**src/rtl/signal_generator.sv**
```systemverilog
// rtl/signal_generator.sv - windowed pulse-train generator with BCD edge-count loader
// Optional window_start output: define SIGNAL_GENERATOR_WINDOW_OUT_EN.
module signal_generator #(
  parameter int UPDATE_PERIOD = 1199,
  parameter int BITS          = 12
) (
  input  logic            clk,
  input  logic            reset,
  input  logic [BITS-1:0] period,
  input  logic            period_load,
  input  logic [3:0]      tens,
  input  logic [3:0]      units,
  input  logic            load,
  output logic            busy,
  output logic            signal
`ifdef SIGNAL_GENERATOR_WINDOW_OUT_EN
  ,
  output logic            window_start
`endif
);

  typedef enum logic {IDLE, CONVERT} state_t;

  localparam logic [BITS-1:0] RST_PERIOD = BITS'(UPDATE_PERIOD);

  state_t          state_q, state_d;
  logic [3:0]      tens_q, tens_d;
  logic [3:0]      units_q, units_d;
  logic [6:0]      conv_acc_q, conv_acc_d;
  logic [6:0]      pend_cnt_q, pend_cnt_d;
  logic            pend_valid_q, pend_valid_d;
  logic [BITS-1:0] pend_period_q, pend_period_d;
  logic [BITS-1:0] p_active_q, p_active_d;
  logic [6:0]      n_active_q, n_active_d;
  logic [BITS-1:0] cnt_q, cnt_d;
  logic [BITS:0]   acc_q, acc_d;
  logic            signal_q, signal_d;

  logic            wrap;
  logic [BITS:0]   win_len;
  logic [BITS:0]   n_limit;
  logic [BITS:0]   n_ext;
  logic [BITS:0]   n_eff;
  logic [BITS:0]   acc_in;
  logic [BITS:0]   acc_sum;
  logic            fire;

  function automatic logic [3:0] sat9(input logic [3:0] d);
    return (d > 4'd9) ? 4'd9 : d;
  endfunction

  // Phase accumulator datapath: N is clamped to half the window so pulses never touch
  always_comb begin
    wrap    = (cnt_q == p_active_q);
    win_len = {1'b0, p_active_q} + 1'b1;
    n_limit = win_len >> 1;
    n_ext   = (BITS+1)'(n_active_q);
    n_eff   = (n_ext > n_limit) ? n_limit : n_ext;
    acc_in  = (cnt_q == '0) ? '0 : acc_q;
    acc_sum = acc_in + n_eff;
    fire    = (acc_sum >= win_len);
  end

  // Conversion FSM and pending-register next state
  always_comb begin
    state_d       = state_q;
    tens_d        = tens_q;
    units_d       = units_q;
    conv_acc_d    = conv_acc_q;
    pend_cnt_d    = pend_cnt_q;
    pend_valid_d  = wrap ? 1'b0 : pend_valid_q;
    pend_period_d = period_load ? period : pend_period_q;
    unique case (state_q)
      IDLE: begin
        if (load) begin
          tens_d     = sat9(tens);
          units_d    = sat9(units);
          conv_acc_d = '0;
          state_d    = CONVERT;
        end
      end
      CONVERT: begin
        if (tens_q != 4'd0) begin
          conv_acc_d = conv_acc_q + 7'd10;
          tens_d     = tens_q - 4'd1;
        end else begin
          // A fresh result wins over the clear from a coincident wrap
          pend_cnt_d   = conv_acc_q + {3'b000, units_q};
          pend_valid_d = 1'b1;
          state_d      = IDLE;
        end
      end
      default: state_d = IDLE;
    endcase
  end

  // Window counter; new period/count take effect only at the wrap to 0
  always_comb begin
    cnt_d      = wrap ? '0 : cnt_q + 1'b1;
    p_active_d = wrap ? pend_period_q : p_active_q;
    n_active_d = (wrap && pend_valid_q) ? pend_cnt_q : n_active_q;
    acc_d      = fire ? (acc_sum - win_len) : acc_sum;
    signal_d   = fire;
  end

  // State registers
  always_ff @(posedge clk or posedge reset) begin
    if (reset) begin
      state_q       <= IDLE;
      tens_q        <= '0;
      units_q       <= '0;
      conv_acc_q    <= '0;
      pend_cnt_q    <= '0;
      pend_valid_q  <= 1'b0;
      pend_period_q <= RST_PERIOD;
      p_active_q    <= RST_PERIOD;
      n_active_q    <= '0;
      cnt_q         <= '0;
      acc_q         <= '0;
      signal_q      <= 1'b0;
    end else begin
      state_q       <= state_d;
      tens_q        <= tens_d;
      units_q       <= units_d;
      conv_acc_q    <= conv_acc_d;
      pend_cnt_q    <= pend_cnt_d;
      pend_valid_q  <= pend_valid_d;
      pend_period_q <= pend_period_d;
      p_active_q    <= p_active_d;
      n_active_q    <= n_active_d;
      cnt_q         <= cnt_d;
      acc_q         <= acc_d;
      signal_q      <= signal_d;
    end
  end

  assign busy   = (state_q == CONVERT);
  assign signal = signal_q;

`ifdef SIGNAL_GENERATOR_WINDOW_OUT_EN
  logic ws_q;

  // Registered marker for the cycle in which the window counter is 0
  always_ff @(posedge clk or posedge reset) begin
    if (reset) ws_q <= 1'b0;
    else       ws_q <= (cnt_d == '0);
  end

  assign window_start = ws_q;
`endif

endmodule
```
**config.mk**
```make
export PLATFORM = sky130hd
export DESIGN_NAME = signal_generator
export DESIGN_NICKNAME = d
export VERILOG_FILES = /design/src/rtl/signal_generator.sv
export SDC_FILE = /design/constraint.sdc
export NUM_CORES = 1
export LEC_CHECK = 0
export CORE_ASPECT_RATIO = 0.8
export CORE_MARGIN = 2
export CORE_UTILIZATION = 40
export DETAILED_ROUTE_END_ITERATION = 8
export DONT_BUFFER_PORTS = 1
export RECOVER_POWER = 50
export SLEW_MARGIN = 20
export SYNTH_ARGS = -nofsm -noshare
export SYNTH_HDL_FRONTEND = slang
export SYNTH_SLANG_ARGS = --single-unit
```
**constraint.sdc**
```tcl
create_clock -name clk -period 5.7 [get_ports clk]
set_clock_uncertainty 0.15 [all_clocks]
set_input_delay 0.57 -clock clk [delete_from_list [all_inputs] [get_ports clk]]
set_output_delay 0.57 -clock clk [all_outputs]
set_load 0.05 [all_outputs]
```
==> results.json, run 1 <==
{
  "status": "finished with violations",
  "violations": "capacitance limit, slew limit, setup timing",
  "layout_commonest_cell": "dfrtp_1",
  "via_per_inst": 5.11,
  "initial_utilization_pct": 40.9,
  "clock.fmax_ghz": 0.167,
  "worstHoldPathCells": 1,
  "layout.nets": 651,
  "layout_common_cells": "dfrtp_1 (66), buf_4 (59), nand2_1 (36), xnor2_1 (36), ha_1 (36)",
  "hold_violations": 0,
  "dp_slack_ps": -408,
  "r2r_slack_ps": -270,
  "start_kind": "flop",
  "r2r_start": "p_active_q[1]",
  "drive_above_1_share_pct": 26.7,
  "placed_area_sq_um": 5870,
  "worstReg2RegEnd": "acc_q[7]",
  "fin_ws_ps": -271,
  "path_class": "reg2reg",
  "core-area_sq_um": 12800,
  "syn-instance-count": 524,
  "via_count": 3912,
  "routed_wirelength_mm": 10.7,
  "numCtsBuffers": 9,
  "synth_area_leader_cell": "dfrtp_1",
  "worstRegToRegCells": 27,
  "rsz0062_at_grt": "true",
  "synth_xor_area_share_pct": 9.18,
  "final-setup-viol-count": 13,
  "worstPathMaxFanout": 6,
  "hold_path_class": "in2reg",
  "drtIter0Drc": 157,
  "finalMaxSlewViolations": 81,
  "hpwlAfterDp_mm": 8.23,
  "synth_edf_count": 0,
  "fillers": 1177,
  "cts_tree": "yes",
  "htreeDepth": 3,
  "antenna_cells": 0,
  "clk_pin_slew_worst_paths_ps": 60,
  "die_w_microns": 132,
  "hold_start": "period[1]",
  "clock_sinks": 80,
  "worst_skew_pair.late_latency_ps": 340,
  "async_flop_share_pct": 100,
  "grt_pass1_vias": 3954,
  "synth_area_per_cell_sq_um": 10.0,
  "period_share_pct": 105,
  "grt_max_degree": 81,
  "hold_buffers": 0,
  "hold_end": "pend_period_q[1]",
  "synthMuxAreaShare_pct": 11.4,
  "yosys_most_used_dff": "dfrtp_1",
  "rows": 37,
  "root_buffer": "clkbuf_16",
  "die_h_microns": 106,
  "drc": 0,
  "synth_cell_types": 57,
  "fin_util_pct": 49.1,
  "syn_area_sq_um": 5250,
  "port_buffers": 0,
  "synth_compound_area_share_pct": 11.9,
  "synth_top_area_share_pct": 31.5,
  "yosys_warnings": 0,
  "tightest_slew_ps": 4060,
  "fp.dieArea_sq_um": 14100,
  "synth_adder_area_share_pct": 10.3,
  "grt_usage_pct": 16.2,
  "synth-seq-cells": 80,
  "yosysSeqAreaShare_pct": 38.5,
  "required_ps": 5770,
  "slew_headroom_pct": -171,
  "area_growth_pct": 20.0,
  "cts_buffer_depth": 2,
  "gp_congestion": 0.853,
  "synth_area_leaders": "dfrtp_1 (31%), ha_1 (9.3%), mux2_2 (7.3%)",
  "post_drt_wl_per_cell_microns": 14.0,
  "detail-route-antenna-nets": 0,
  "drt_first_pass_iters": 4,
  "synth_top_family_by_area": "simple AND/OR/NAND/NOR gates",
  "grt_first_pass_wirelength_mm": 18.4,
  "yosys.area_share.simple_pct": 15.9,
  "min_period_ps": 5970,
  "grt_antenna_before_repair": 0,
  "cp-end-kind": "flop",
  "pin_count": 26,
  "design_area_sq_um": 6290,
  "cp.arrival_ps": 6040,
  "grt.overflow.total": 0,
  "cap_violations": 1
}
[cells in the mapped netlist, types with 10 or more instances]
library cell and instances:
inv_1 23, mux2_2 34, o21ai_0 34, dfstp_2 14, nand3_1 21, a21oi_1 20, xor2_1 18, nand2_1 36
clkbuf_1 10, mux2i_1 11, and3_1 11, and2_1 15, xnor2_1 37, ha_1 39, dfrtp_1 66, nor3_1 12
nor2_1 28
[critical path, cell delays in order (launching register included)]
cell and delay, ps:
dfstp_2 550, ha_2 210, buf_4 120, nand3_1 100, xor2_2 180, ha_1 310, nand3_2 100, nand2_1 70
a21oi_2 120, o21ai_0 100, a31o_2 310, buf_4 150, mux2i_2 170, fa_2 410, a211o_1 290, a211o_1 340
a21oi_2 180, o21ai_2 80, nor2_1 140, xnor2_1 180, ha_1 320, a21oi_2 170, nand2_1 70, a21o_1 180
a221oi_2 300, nand2_2 80, buf_4 170, mux2_4 290
[metrics by stage]
step	hold WS (ps)	cells	TNS, ps
finish	234	766	-3240
global route	218	766	-7440
CTS	221	764	-2140
detailed placement	309	743	-5010
global placement	312	743	-3100
floorplan	288	528	-1650
[cell type report]
| type | count | area, sq um | share of cell area, % |
|---|---|---|---|
| multi-input combinational | 412 | 3220 | 51.2 |
| sequential | 80 | 2020 | 32.1 |
| timing repair buffer | 60 | 447 | 7.10 |
| clock buffer | 12 | 267 | 4.23 |
| tap | 175 | 219 | 3.48 |
| inverter | 23 | 87.6 | 1.39 |
| clock inverter | 4 | 35.0 | 0.557 |
[metal layers]
metal	global-route usage (%)	vias up	wire, microns
met3	2.91	10	376
met5	0	-	0
met1	21.6	1860	5280
met4	5.28	0	127
met2	26.9	63	4900
li1	-	1979	-
[registers in the layout, summed over array words and instances (netlist names), 4 cells and up]
name	cells
acc_q	13
pend_period_q	12
conv_acc_q	6
n_active_q	7
pend_cnt_q	7
units_q	4
tens_q	4
cnt_q	12
p_active_q	12
[kinds of logic (layout without fill, tap and decap cells)]
| logic type | count (synthesis) | count (layout) |
|---|---|---|
| adders and majority gates | 42 | 42 |
| DFF | 80 | 80 |
| other | 1 | 5 |
| buffers and inverters | 36 | 99 |
| xor gates and xnor gates | 55 | 55 |
| and+or+nand+nor | 163 | 163 |
| muxes | 52 | 52 |
| AOI/OAI and AO/OA | 95 | 95 |
[what timing repair did]
item	CTS	global route
pin swaps	13	12
cloned	0	0
setup endpoints to repair	14	14
setup buffers	5	2
gates resized for setup	9	5
[worst max path at each step]
stage | from | end | slack, ps | cells after the start
after detailed placement | p_active_q[1] | acc_q[9] | -410 | 25
after global placement | p_active_q[1] | acc_q[11] | -270 | 25
after floorplan | p_active_q[0] | acc_q[10] | -210 | 27
after CTS | p_active_q[1] | acc_q[7] | -190 | 26
final | p_active_q[1] | acc_q[7] | -270 | 27
after global routing | p_active_q[1] | acc_q[7] | -580 | 27
Power of run 1 is not shown: default switching activity piles up to over one toggle a cycle in this logic, so the estimate is an artifact.
==> run 2, diff against run 1 <==
Settings changed: CORE_ASPECT_RATIO 0.8 to 0.7.
==> run 2 against run 1 <==
Against the previous run:
- the run still ends with capacitance limit, slew limit, setup timing left
- global-route usage grew 0.63 points
- setup slack gained 20 ps
- core utilization grew 2.7 points
- critical endpoint is now acc_q[4]
- via count grew 2.1%
- non-clock buffer count grew 14
- count of clock-buffer cells in the layout shrank 1
- critical path type unchanged
- flip-flop and latch count is the same
- largest cell class unchanged
==> results.json, run 2 (synthesis results as in run 1) <==
{
  "grt.overflow.total": 0,
  "rows": 34,
  "grt_pass1_vias": 3953,
  "numCtsBuffers": 9,
  "routed_wirelength_mm": 11.5,
  "drc": 0,
  "path_class": "reg2reg",
  "min_period_ps": 5950,
  "period_share_pct": 104,
  "r2r_slack_ps": -250,
  "port_buffers": 0,
  "finalMaxSlewViolations": 81,
  "hold_path_class": "in2reg",
  "fin_ws_ps": -251,
  "detail-route-antenna-nets": 0,
  "required_ps": 5770,
  "layout_commonest_cell": "buf_4",
  "hold_violations": 0,
  "grt_usage_pct": 16.9,
  "final-setup-viol-count": 13,
  "core-area_sq_um": 12600,
  "layout.nets": 665,
  "via_per_inst": 5.21,
  "die_w_microns": 141,
  "hpwlAfterDp_mm": 8.72,
  "largest_reg_flops": 13,
  "fp.dieArea_sq_um": 14100,
  "post_drt_wl_per_cell_microns": 15.0,
  "clock.fmax_ghz": 0.168,
  "initial_utilization_pct": 41.7,
  "fin_util_pct": 51.7,
  "area_growth_pct": 24.2,
  "worstPathMaxFanout": 6,
  "status": "finished with violations",
  "cts_tree": "yes",
  "regMostFlops": "acc_q",
  "slew_headroom_pct": -175,
  "start_kind": "flop",
  "clock_sinks": 80,
  "cp.arrival_ps": 6020,
  "drt_first_pass_iters": 4,
  "grt_first_pass_wirelength_mm": 19.0,
  "worst_skew_pair.late_latency_ps": 340,
  "drtIter0Drc": 187,
  "clk_pin_slew_worst_paths_ps": 60,
  "drive_above_1_share_pct": 29.4,
  "cap_violations": 1,
  "htreeDepth": 3,
  "root_buffer": "clkbuf_16",
  "grt_antenna_before_repair": 0,
  "cp-end-kind": "flop",
  "antenna_cells": 0,
  "grt_max_degree": 81,
  "gp_congestion": 0.919,
  "via_count": 3993,
  "die_h_microns": 99.8,
  "cts_buffer_depth": 2,
  "rsz0062_at_grt": "true",
  "violations": "capacitance limit, slew limit, setup timing",
  "tightest_slew_ps": 4120,
  "layout_common_cells": "buf_4 (69), dfrtp_1 (66), ha_1 (36)",
  "pin_count": 26
}
==> run 2: layer usage <==
layer  wire [microns]  up-vias  global-route usage (%)
met5                0        -                       0
met4              152        0                    4.69
met3              358       15                    3.72
met2             5020       56                    26.0
met1             5940     1909                    24.1
li1                 -     2013                       -
==> run 2: path summary, 6_finish.rpt <==
| kind | from | endpoint | cells after the start |
|---|---|---|---|
| worst max-delay path | p_active_q[1] | acc_q[4] | 27 |
| worst min-delay path | period[9] | pend_period_q[9] | 1 |
| worst max register to register | p_active_q[1] | acc_q[4] | 27 |
| worst min register to register | pend_cnt_q[0] | pend_cnt_q[0] | 2 |
| max in group asynchronous | reset | acc_q[10] | 2 |
| min in group asynchronous | reset | units_q[0] | 2 |
==> run 2: cell type report <==
type                       count  area (sq um)
inverter                      23          87.6
tap                          162           203
timing repair buffer          74           567
sequential                    80          2020
multi-input combinational    412          3310
clock buffer                  11           243
fill                        1129          6080
clock inverter                 5          86.3
==> run 2: what timing repair did <==
action,CTS,global route
setup buffers,10,6
hold buffers,0,0
gates resized for setup,18,17
pin swaps,16,23
setup endpoints to repair,14,14
==> run 2: worst max-delay path: stages, from the launching register on <==
cell      delay [ps]
dfstp_2          580
and3_4           200
nand3_4           90
xor2_2           170
ha_1             300
and4_1           160
nand3_2           80
nand2_2           70
a21oi_4          170
o21ai_2           90
a31o_4           280
buf_6            120
mux2i_4          190
fa_2             370
a211o_1          300
a211o_1          340
a21oi_2          200
buf_4            130
o21bai_1          60
xor2_1           270
ha_1             300
and4_1           200
nand2_1           80
nor3_1            60
a221oi_2         310
nand2_2          100
buf_6            150
mux2_4           290
==> run 2: stage by stage <==
stage / TNS (ps) / hold WS [ps] / std cells / setup WS (ps) / area, sq um
after floorplan: -1650 / 288 / 528 / -212 / 5310
after global placement: -3400 / 314 / 735 / -291 / 5890
after detailed placement: -4840 / 313 / 735 / -394 / 5890
after CTS: -2260 / 215 / 761 / -197 / 6370
after global routing: -6100 / 214 / 767 / -482 / 6520
final: -2890 / 227 / 767 / -251 / 6520
Power of run 2 is left out for the same reason.
